`src/rtl/traffic_pkg.sv`:
```
// traffic_pkg: phase encodings and 7-segment constants shared by the traffic-light output stage
package traffic_pkg;
   typedef enum logic [1:0] {PH_TT_G = 2'b00, PH_TT_Y = 2'b01, PH_RC_G = 2'b10, PH_RC_Y = 2'b11} phase_t;
   localparam logic [7:0] SEG_BLANK = 8'hFF;
   localparam logic [7:0] SEG_DASH = 8'hBF;
   // active-low {dp,g,f,e,d,c,b,a}, entry 9 first
   localparam logic [9:0][7:0] SEG_TABLE = {8'h90, 8'h80, 8'hF8, 8'h82, 8'h92,
                                            8'h99, 8'hB0, 8'hA4, 8'hF9, 8'hC0};
endpackage

```
`src/rtl/seg7_decode.sv`:
```
// seg7_decode: BCD nibble to active-low segments, dash for non-decimal, optional blank
module seg7_decode
   import traffic_pkg::*;
(
   input  logic [3:0] bcd,
   input  logic       blank,
   output logic [7:0] seg_n
);
   assign seg_n = blank ? SEG_BLANK : bcd > 4'd9 ? SEG_DASH : SEG_TABLE[bcd];
endmodule

```
`src/rtl/seg_scan_driver.sv`:
```
// seg_scan_driver: multiplexed 4-digit countdown display plus blinking-yellow signal heads
module seg_scan_driver
   import traffic_pkg::*;
#(
   parameter logic [15:0] SCAN_DIV = 16'd250,
   parameter logic [7:0] BLINK_TICKS = 8'd200
) (
   input  logic       clk,
   input  logic       rst_n,
   input  logic [7:0] cnt_for_TT,
   input  logic [7:0] cnt_for_RC,
   input  logic [1:0] cur_state,
   output logic [7:0] seg_n,
   output logic [3:0] dig_n,
   output logic [2:0] light_TT,
   output logic [2:0] light_RC
);
   logic [15:0] presc;
   logic [1:0] idx, st_q;
   logic [7:0] snap_tt, snap_rc, blink_cnt, blink_cnt_d, seg_d;
   logic blink_ph, blink_ph_d, tick, st_chg, wrap, blank;
   logic [3:0] nib;
   logic [2:0] lt_d, lr_d;
   phase_t ph;
   assign tick = presc == SCAN_DIV - 16'd1;
   assign st_chg = cur_state != st_q;
   assign wrap = tick && blink_cnt == BLINK_TICKS - 8'd1;
   assign ph = phase_t'(cur_state);
   always_comb begin
      nib = idx == 2'd0 ? snap_tt[7:4] : idx == 2'd1 ? snap_tt[3:0] :
            idx == 2'd2 ? snap_rc[7:4] : snap_rc[3:0];
      blank = !idx[0] && nib == 4'd0;
      // a phase change restarts the blink lit and overrides any tick
      blink_cnt_d = st_chg ? 8'd0 : wrap ? 8'd0 : tick ? blink_cnt + 8'd1 : blink_cnt;
      blink_ph_d = st_chg ? 1'b1 : wrap ? !blink_ph : blink_ph;
      lt_d = {cur_state[1], ph == PH_TT_Y && blink_ph_d, ph == PH_TT_G};
      lr_d = {!cur_state[1], ph == PH_RC_Y && blink_ph_d, ph == PH_RC_G};
   end
   seg7_decode u_dec (.bcd(nib), .blank(blank), .seg_n(seg_d));
   always_ff @(posedge clk or negedge rst_n) begin
      if (!rst_n) begin
         presc <= '0;
         idx <= '0;
         snap_tt <= '0;
         snap_rc <= '0;
         blink_cnt <= '0;
         blink_ph <= 1'b1;
         st_q <= 2'b00;
         seg_n <= SEG_BLANK;
         dig_n <= 4'hF;
         light_TT <= 3'b100;
         light_RC <= 3'b100;
      end else begin
         presc <= tick ? 16'd0 : presc + 16'd1;
         idx <= tick ? idx + 2'd1 : idx;
         if (tick && idx == 2'd3) begin
            snap_tt <= cnt_for_TT;
            snap_rc <= cnt_for_RC;
         end
         blink_cnt <= blink_cnt_d;
         blink_ph <= blink_ph_d;
         st_q <= cur_state;
         seg_n <= seg_d;
         // all digits off on the first clock of each slot to avoid ghosting
         dig_n <= tick ? 4'hF : ~(4'b0001 << idx);
         light_TT <= lt_d;
         light_RC <= lr_d;
      end
   end
endmodule
```
`config.mk`:
```
export PLATFORM = sky130hd
export DESIGN_NAME = seg_scan_driver
export DESIGN_NICKNAME = d
export VERILOG_FILES = /design/src/rtl/traffic_pkg.sv /design/src/rtl/seg7_decode.sv /design/src/rtl/seg_scan_driver.sv
export SDC_FILE = /design/constraint.sdc
export NUM_CORES = 1
export LEC_CHECK = 0
export CAP_MARGIN = 20
export CORE_UTILIZATION = 55
export CTS_CLUSTER_SIZE = 20
export DETAILED_ROUTE_END_ITERATION = 16
export PLACE_DENSITY = 0.81
export SYNTH_ARGS = -nofsm -noshare
export SYNTH_HDL_FRONTEND = slang
export SYNTH_HIERARCHICAL = 1
export SYNTH_SLANG_ARGS = --single-unit
```
`constraint.sdc`:
```
create_clock -name clk -period 3.06 [get_ports clk]
set_input_delay 0.306 -clock clk [delete_from_list [all_inputs] [get_ports clk]]
set_output_delay 0.306 -clock clk [all_outputs]
set_load 0.03 [all_outputs]
```
==> flow_summary_export.csv, run 1 <==
group,metric,value,unit
status,outcome,"finished, final reports clean",
floorplanning,core-area,5110,um2
timing,finalHoldViolCount,0,
placement,hpwl,3.76,mm
timing,fin_worst_skew,0.00803,ns
min_path,hold_path.class,"input port to asynchronous set/reset pin",
layout,nNetsFinal,330,
layout,diodes,0,
timing,finalCritPeriodShare,87.8,%
power,leakage,1.54,nW
yosys,synth_edf_count,0,
timing,max_clock_freq,0.372,GHz
layout,fin_util,71.1,%
yosys,yosysTopAreaCellShare,40.9,%
timing,tns,0,ns
timing,slew_viol_final,0,
power,power.density,557,nW/um2
layout,drive_gt1_share,20.8,%
critical_path,reg2reg_depth,9,
layout,final_common_cell,"dfrtp_1",
timing,relSlewSlack,52.7,%
clock_tree,cts_tree,"done",
yosys,ys_ff_latch,63,
drt,drtPass1Iterations,5,
critical_path,cp_max_fo,6,
drt,drc,0,
clock_tree,cts_buffers,9,
placement,place_ws,0.424,ns
yosys,synthTopCellsByArea,"dfrtp_1 41%, dfstp_2 13%, mux2_2 7.7%",
global_route,grt.overflow.total,0,
yosys,avgSynthCellArea,11.5,um2
critical_path,end_kind,"flop",
drt,via_count,2020,
layout,fillers,394,
placement,numPortBuffers,37,
critical_path,start_kind,"flop",
yosys,ys_async_sr_fraction,100,%
drt,drt_iter0_drc,61,
timing,rsz0062_at_grt,"false",
clock_tree,ctsHoldBuffers,0,
clock_tree,cts_resized,0,
clock_tree,clock-root-buffer,"clkbuf_8",
floorplanning,die_width,75.1,um
yosys,synth_cell_types,45,
floorplanning,die-area,5630,um2
drt,wl_per_cell,14.3,um
floorplanning,die_h,75.1,um
power,ir_drop,0.433,mV
clock_tree,clk_pin_slew,0.07,ns
clock_tree,cts-htree-levels,3,
drt,vias_per_cell,5.42,
yosys,ys_seq_area_share,54.3,%
placement,place.gp.congestion,0.778,
run,drv_cap,0,
clock_tree,post_cts_buffers,0,
drt,antenna_left,0,
floorplanning,pin_count,38,
timing,timing.final.ws_setup,0.372,ns
global_route,grt_pass1_vias,1825,
floorplanning,initial_core_util,57.5,%
global_route,grt_pass1_wl,8.59,mm
critical_path,r2r_slack,0.37,ns
yosys,syn_area,2940,um2
yosys,synthCells,255,
critical_path,crit_type,"flop to flop",
clock_tree,clock_path_buffers,2,
timing,worstMarginPinSlew,0.709,ns
critical_path,crit_required,3.31,ns
yosys,synth_ff_type,"dfrtp_1",
clock_tree,cts.sinks,63,
drt,wl,5.35,mm
timing,fin_crit,2.69,ns
global_route,grt_usage,21.5,%
layout,final_cell_mix,"48 x dfrtp_1, 36 x clkdlybuf4s50_1, 23 x nand2_1",
critical_path,rr_endpoint,"seg_n[4]",
layout,areaGrowthSynthToFinish,23.7,%
timing,setup_viol,0,
global_route,antenna_found_initial,0,
clock_tree,clk_latency,0.34,ns
floorplanning,rows,26,
critical_path,reg2reg_from,"idx[0]",
critical_path,critPathArrivalTime,2.94,ns
yosys,ys_warn_count,6,
yosys,yosys.area.top_type,"dfrtp_1",
yosys,syn_nets,287,
global_route,grt_max_degree,35,
==> Yosys cell counts (2+ instances only) <==
master / instances
dfrtp_1: 48
nand2_1: 23
mux2_2: 20
dfstp_2: 15
nor2_1: 15
o21ai_0: 15
a21oi_1: 13
ha_1: 12
inv_1: 12
xnor2_1: 10
nand3_1: 9
nand4_1: 6
or3_1: 6
xor2_1: 5
mux2i_1: 4
and4_1: 3
buf_6: 3
nor3_1: 3
or4_1: 3
a311oi_1: 2
buf_2: 2
clkbuf_1: 2
o211ai_1: 2
==> report_power, final <==
group,internal [mW],switching [mW],total (mW)
logic,0.0703,0.0851,0.155
clock network,0.668,0.323,0.991
registers,0.866,0.0107,0.877
total,1.60,0.419,2.02
==> critical path, cell delays in order (launching register included) <==
cell      delay, ns
dfrtp_1        0.40
inv_1          0.14
ha_1           0.30
mux2_2         0.36
mux2i_1        0.12
o21ai_0        0.24
clkbuf_2       0.23
nor4_1         0.59
a21oi_4        0.09
o211ai_1       0.13
==> per-layer routing <==
metal | vias up | track usage (%) | share of wire, %
met5 | - | 0 | 0
met1 | 992 | 28.3 | 46
met3 | 11 | 5.35 | 3.4
li1 | 976 | - | -
met2 | 41 | 32.0 | 48
met4 | 0 | 13.8 | 2.7
==> metrics by stage <==
stage	hold WS [ns]	power, mW	std cells	area (um2)
after detailed placement	0.406	1.05	356	3350
final	0.0124	2.02	373	3630
after CTS	0.0296	2.04	372	3630
after floorplan	0.0104	0.969	255	2940
after global placement	0.399	1.04	356	3350
after global routing	0.0789	2.09	373	3630
==> worst max-delay path by stage <==
| stage | from | endpoint | slack, ns | depth (start not counted) |
|---|---|---|---|---|
| 2_1_floorplan | idx[0] | seg_n[4] | 0.79 | 8 |
| 3_3_place_gp | idx[0] | seg_n[4] | 0.61 | 8 |
| 3_5_place_dp | idx[0] | seg_n[4] | 0.42 | 8 |
| 4_1_cts | idx[0] | seg_n[4] | 0.30 | 8 |
| 5_1_grt | idx[0] | seg_n[4] | 0.16 | 9 |
| 6_report | idx[0] | seg_n[4] | 0.37 | 9 |
==> flip-flops by register name, indices dropped and copies added, names as in the netlist <==
name,flops
st_q,2
dig_n,4
light_RC,3
snap_rc,8
presc,16
light_TT,3
seg_n,8
blink_cnt,8
idx,2
snap_tt,8
blink_ph,1
==> logic make-up (layout without fill, tap and decap cells) <==
kind of cell / after synthesis / count (layout) / share of synthesized area, %
DFF: 63 / 63 / 54.3
other: 1 / 1 / 0.128
xor gates and xnor gates: 15 / 15 / 4.48
AOI/OAI and AO/OA: 39 / 39 / 8.35
muxes: 24 / 24 / 9.04
buffers and inverters: 21 / 69 / 3.67
adders and majority gates: 12 / 12 / 5.11
and+or+nand+nor: 80 / 80 / 14.9
==> layout make-up <==
cell class / count / area (um2) / share of cell area [%]
Clock buffer: 11 / 151 / 4.17
Clock inverter: 5 / 128 / 3.51
Inverter: 12 / 45.0 / 1.24
Multi-Input combinational cell: 171 / 1230 / 33.9
Sequential cell: 63 / 1600 / 43.9
Tap cell: 70 / 87.6 / 2.41
Timing Repair Buffer: 41 / 393 / 10.8
Power figures use the tool's default switching activity.
==> inputs of run 2 (changes only) <==
--- a/config.mk
+++ b/config.mk
@@ -9,6 +9,7 @@
 export CORE_UTILIZATION = 55
 export CTS_CLUSTER_SIZE = 20
 export DETAILED_ROUTE_END_ITERATION = 16
+export MAX_ROUTING_LAYER = met4
 export PLACE_DENSITY = 0.81
 export SYNTH_ARGS = -nofsm -noshare
 export SYNTH_HDL_FRONTEND = slang
==> flow_summary_export.csv, run 2 (synthesized netlist as in run 1, its figures left out) <==
group,metric,value,unit
timing,max_clock_freq,0.371,GHz
clock_tree,cts_tree,"done",
critical_path,end_kind,"flop",
global_route,grt_usage,22.3,%
global_route,grt_pass1_wl,8.60,mm
timing,fin_crit,2.70,ns
clock_tree,cts-htree-levels,3,
status,outcome,"finished, final reports clean",
clock_tree,cts_resized,0,
critical_path,crit_type,"flop to flop",
power,power.density,557,nW/um2
clock_tree,clock_path_buffers,2,
placement,numPortBuffers,37,
drt,drt_iter0_drc,57,
timing,setup_viol,0,
timing,relSlewSlack,52.5,%
drt,vias_per_cell,5.38,
drt,wl_per_cell,14.4,um
power,pwr-share-seq,43.3,%
timing,slew_viol_final,0,
layout,final_area,3630,um2
critical_path,r2r_slack,0.36,ns
floorplanning,die_h,75.1,um
critical_path,cp_max_fo,6,
floorplanning,core-area,5110,um2
placement,placed_area,3350,um2
layout,largest_reg_flops,16,
floorplanning,initial_core_util,57.5,%
power,p_clk_share,48.9,%
placement,place.gp.congestion,0.789,
run,drv_cap,0,
clock_tree,clock-root-buffer,"clkbuf_8",
drt,wl,5.37,mm
clock_tree,clk_pin_slew,0.07,ns
layout,diodes,0,
clock_tree,post_cts_buffers,0,
floorplanning,die_width,75.1,um
power,p_sw,0.419,mW
power,p_int,1.60,mW
drt,drc,0,
critical_path,crit_required,3.32,ns
clock_tree,cts.sinks,63,
clock_tree,cts_buffers,9,
clock_tree,clk_latency,0.34,ns
global_route,antenna_found_initial,0,
placement,hpwl,3.76,mm
power,ir_drop,0.433,mV
clock_tree,ctsHoldBuffers,0,
layout,final_common_cell,"dfrtp_1",
power,comb_power_share,7.7,%
drt,antenna_left,0,
timing,worstMarginPinSlew,0.712,ns
layout,final_cell_mix,"48 x dfrtp_1, 36 x clkdlybuf4s50_1, 23 x nand2_1",
timing,finalCritPeriodShare,88.1,%
min_path,hold_path.class,"input port to asynchronous set/reset pin",
global_route,grt_pass1_vias,1824,
critical_path,critPathArrivalTime,2.95,ns
layout,nNetsFinal,330,
floorplanning,die-area,5630,um2
power,switching_share,20.7,%
timing,rsz0062_at_grt,"false",
drt,via_count,2005,
layout,registers.top_by_ff_count,"presc",
global_route,grt_max_degree,35,
global_route,grt.overflow.total,0,
drt,drtPass1Iterations,5,
layout,areaGrowthSynthToFinish,23.7,%
power,leakage,1.54,nW
timing,fin_worst_skew,0.00832,ns
critical_path,start_kind,"flop",
layout,drive_gt1_share,20.8,%
floorplanning,rows,26,
floorplanning,pin_count,38,
timing,tns,0,ns
timing,finalHoldViolCount,0,
==> run 2: cell counts in the layout (fill, tap and decap cells not counted) <==
Identical to the previous run, type by type.
==> run 2: final timing paths <==
| path | start | cells after the start | end |
|---|---|---|---|
| setup / recovery | idx[0] | 9 | seg_n[4] |
| hold / removal | rst_n | 1 | snap_tt[7] |
| setup reg to reg | idx[0] | 9 | seg_n[4] |
| hold reg to reg | presc[15] | 1 | presc[15] |
| max in group asynchronous | rst_n | 2 | dig_n[2] |
| min in group clk | presc[15] | 1 | presc[15] |
==> run 2: power groups by stage <==
| stage | Combinational (mW) | Sequential (mW) | Clock, mW |
|---|---|---|---|
| after floorplan | 0.0500 | 0.919 | 0 |
| after global placement | 0.152 | 0.891 | 0 |
| after detailed placement | 0.157 | 0.892 | 0 |
| after CTS | 0.157 | 0.877 | 1.00 |
| after global routing | 0.171 | 0.880 | 1.04 |
| final | 0.156 | 0.877 | 0.990 |
==> run 2: worst max-delay path: stages, from the launching register on <==
cell and delay, ns:
dfrtp_1 0.40, inv_1 0.14, ha_1 0.30, mux2_2 0.36, mux2i_1 0.12, o21ai_0 0.24
clkbuf_2 0.23, nor4_1 0.59, a21oi_4 0.10, o211ai_1 0.13
==> run 2: metal layers <==
metal  vias to the layer above  track usage, %  part of all wire (%)
met5                         -               -                     0
met4                         0            13.8                   2.7
met2                        40            32.0                    47
met1                       975            28.3                    47
li1                        976               -                     -
met3                        14            5.35                   3.2
==> run 2: per-stage QoR <==
stage | utilization (%) | instances | hold slack, ns | setup slack (ns) | power, mW
final | 71.1 | 373 | 0.0113 | 0.365 | 2.02
after global routing | 71.1 | 373 | 0.0789 | 0.162 | 2.09
after CTS | 71.0 | 372 | 0.0296 | 0.301 | 2.04
after detailed placement | 65.6 | 356 | 0.406 | 0.424 | 1.05
after global placement | 65.6 | 356 | 0.399 | 0.607 | 1.04
after floorplan | - | 255 | 0.0104 | 0.795 | 0.969
==> run 2: final cells by class <==
type / count / area (um2)
sequential: 63 / 1600
fill: 394 / 1480
multi-input combinational: 171 / 1230
timing repair buffer: 41 / 393
clock buffer: 11 / 151
clock inverter: 5 / 128
tap: 70 / 87.6
inverter: 12 / 45.0
==> inputs of run 3 (changes only) <==
--- a/config.mk
+++ b/config.mk
@@ -6,11 +6,11 @@
 export NUM_CORES = 1
 export LEC_CHECK = 0
 export CAP_MARGIN = 20
-export CORE_UTILIZATION = 55
+export CORE_UTILIZATION = 59
 export CTS_CLUSTER_SIZE = 20
 export DETAILED_ROUTE_END_ITERATION = 16
 export MAX_ROUTING_LAYER = met4
-export PLACE_DENSITY = 0.81
+export PLACE_DENSITY = 0.86
 export SYNTH_ARGS = -nofsm -noshare
 export SYNTH_HDL_FRONTEND = slang
 export SYNTH_HIERARCHICAL = 1
==> constraint.sdc (replaced) <==
create_clock -name clk -period 3.4 [get_ports clk]
set_input_delay 0.34 -clock clk [delete_from_list [all_inputs] [get_ports clk]]
set_output_delay 0.34 -clock clk [all_outputs]
set_load 0.03 [all_outputs]
==> flow_summary_export.csv, run 3 (synthesized netlist as in run 1, its figures left out) <==
group,metric,value,unit
placement,numPortBuffers,37,
power,pwr-share-seq,53.8,%
floorplanning,rows,25,
clock_tree,cts-htree-levels,3,
drt,drc,0,
global_route,grt_usage,23.2,%
clock_tree,clock_path_buffers,2,
floorplanning,die_width,72.5,um
global_route,grt.overflow.total,0,
timing,setup_viol,0,
power,switching_share,24.6,%
layout,drive_gt1_share,19.2,%
clock_tree,cts_resized,0,
timing,fin_worst_skew,0.00644,ns
timing,max_clock_freq,0.353,GHz
placement,hpwl,3.74,mm
floorplanning,pin_count,38,
power,p_int,1.11,mW
global_route,antenna_found_initial,0,
clock_tree,cts.sinks,63,
global_route,grt_pass1_wl,8.67,mm
critical_path,crit_required,3.65,ns
timing,relSlewSlack,26.1,%
clock_tree,cts_buffers,9,
power,power.density,417,nW/um2
power,p_clk_share,36.5,%
timing,fin_crit,2.84,ns
drt,via_count,2015,
min_path,hold_path.class,"flop to flop",
timing,rsz0062_at_grt,"false",
critical_path,start_kind,"flop",
global_route,grt_max_degree,51,
drt,wl,5.28,mm
timing,finalCritPeriodShare,83.4,%
critical_path,critPathArrivalTime,3.09,ns
layout,largest_reg_flops,16,
global_route,grt_pass1_vias,1951,
drt,drt_iter0_drc,105,
layout,diodes,0,
status,outcome,"finished, final reports clean",
layout,final_area,3520,um2
timing,worstMarginPinSlew,1.10,ns
timing,finalHoldViolCount,0,
clock_tree,cts_tree,"done",
timing,slew_viol_final,0,
clock_tree,clock-root-buffer,"clkbuf_8",
drt,wl_per_cell,14.3,um
power,comb_power_share,9.7,%
floorplanning,die-area,5260,um2
floorplanning,core-area,4750,um2
drt,antenna_left,0,
layout,nNetsFinal,329,
clock_tree,clk_latency,0.34,ns
floorplanning,initial_core_util,61.7,%
critical_path,end_kind,"flop",
drt,vias_per_cell,5.46,
power,leakage,1.48,nW
placement,place.gp.congestion,0.790,
floorplanning,die_h,72.5,um
layout,areaGrowthSynthToFinish,19.8,%
layout,final_cell_mix,"48 x dfrtp_1, 36 x clkdlybuf4s50_1, 23 x nand2_1",
run,drv_cap,0,
layout,registers.top_by_ff_count,"presc",
critical_path,crit_type,"flop to flop",
power,ir_drop,0.324,mV
placement,placed_area,3330,um2
drt,drtPass1Iterations,4,
timing,tns,0,ns
clock_tree,clk_pin_slew,0.06,ns
power,p_sw,0.360,mW
layout,final_common_cell,"dfrtp_1",
critical_path,cp_max_fo,12,
==> run 3: cell count changes in the layout (fill, tap and decap cells not counted) <==
cell / before / now
buf_12: 0 / 1
buf_4: 3 / 1
bufinv_16: 4 / 0
clkbuf_1: 0 / 3
clkbuf_2: 1 / 0
clkbuf_8: 11 / 9
clkinv_2: 0 / 3
dlygate4sd3_1: 0 / 1
==> run 3: layout make-up <==
type / instances / area (um2)
Sequential cell: 63 / 1600
Timing Repair Buffer: 40 / 403
Multi-Input combinational cell: 171 / 1230
Clock buffer: 12 / 135
Clock inverter: 4 / 22.5
Tap cell: 67 / 83.8
Inverter: 12 / 45.0
Fill cell: 334 / 1240
==> run 3: critical path, cell delays in order, from the launching register on <==
cell and delay (ns):
dfrtp_1 0.41, inv_1 0.15, ha_1 0.32, mux2_2 0.37
mux2i_1 0.14, o21ai_0 0.37, nor4_1 0.75, a21oi_4 0.09
o21ai_0 0.14
==> run 3: repair_timing <==
item | in CTS | in global routing
hold endpoints to repair | 0 | 8
hold buffers | 0 | 1
setup buffers | 0 | 0
==> run 3: power by group through the flow <==
stage / Clock, mW / Combinational (mW) / Sequential, mW
global route: 0.577 / 0.154 / 0.791
finish: 0.535 / 0.143 / 0.789
CTS: 0.550 / 0.140 / 0.789
global placement: 0 / 0.136 / 0.802
detailed placement: 0 / 0.139 / 0.802
floorplan: 0 / 0.0450 / 0.827
==> run 3: path summary, 6_finish.rpt <==
kind,to,slack [ns],from,cells after the start
max in group asynchronous,dig_n[2],2.23,rst_n,3
min in group asynchronous,blink_cnt[6],0.51,rst_n,2
setup / recovery,seg_n[0],0.56,idx[0],8
setup reg to reg,seg_n[0],0.56,idx[0],8
hold reg to reg,presc[15],0.48,presc[15],1
hold / removal,presc[15],0.48,presc[15],1
==> run 3: through the flow <==
| step | hold WS, ns | util (%) | cells | setup slack (ns) | power, mW |
|---|---|---|---|---|---|
| finish | 0.479 | 74.0 | 369 | 0.564 | 1.47 |
| global route | 0.495 | 74.0 | 369 | 0.395 | 1.52 |
| CTS | 0.221 | 73.3 | 367 | 0.598 | 1.48 |
| detailed placement | 0.470 | 70.0 | 351 | 0.647 | 0.941 |
| global placement | 0.462 | 70.0 | 351 | 0.895 | 0.937 |
| floorplan | 0.0444 | - | 255 | 1.13 | 0.872 |
==> run 3: routing by layer <==
metal / track usage, % / part of all wire (%) / up-vias / routed length, um
met1: 28.4 / 46 / 992 / 2420
met3: 6.25 / 3.2 / 10 / 167
li1: - / - / 970 / -
met4: 11.8 / 2.0 / 0 / 108
met2: 35.6 / 49 / 43 / 2590
met5: - / 0 / - / 0
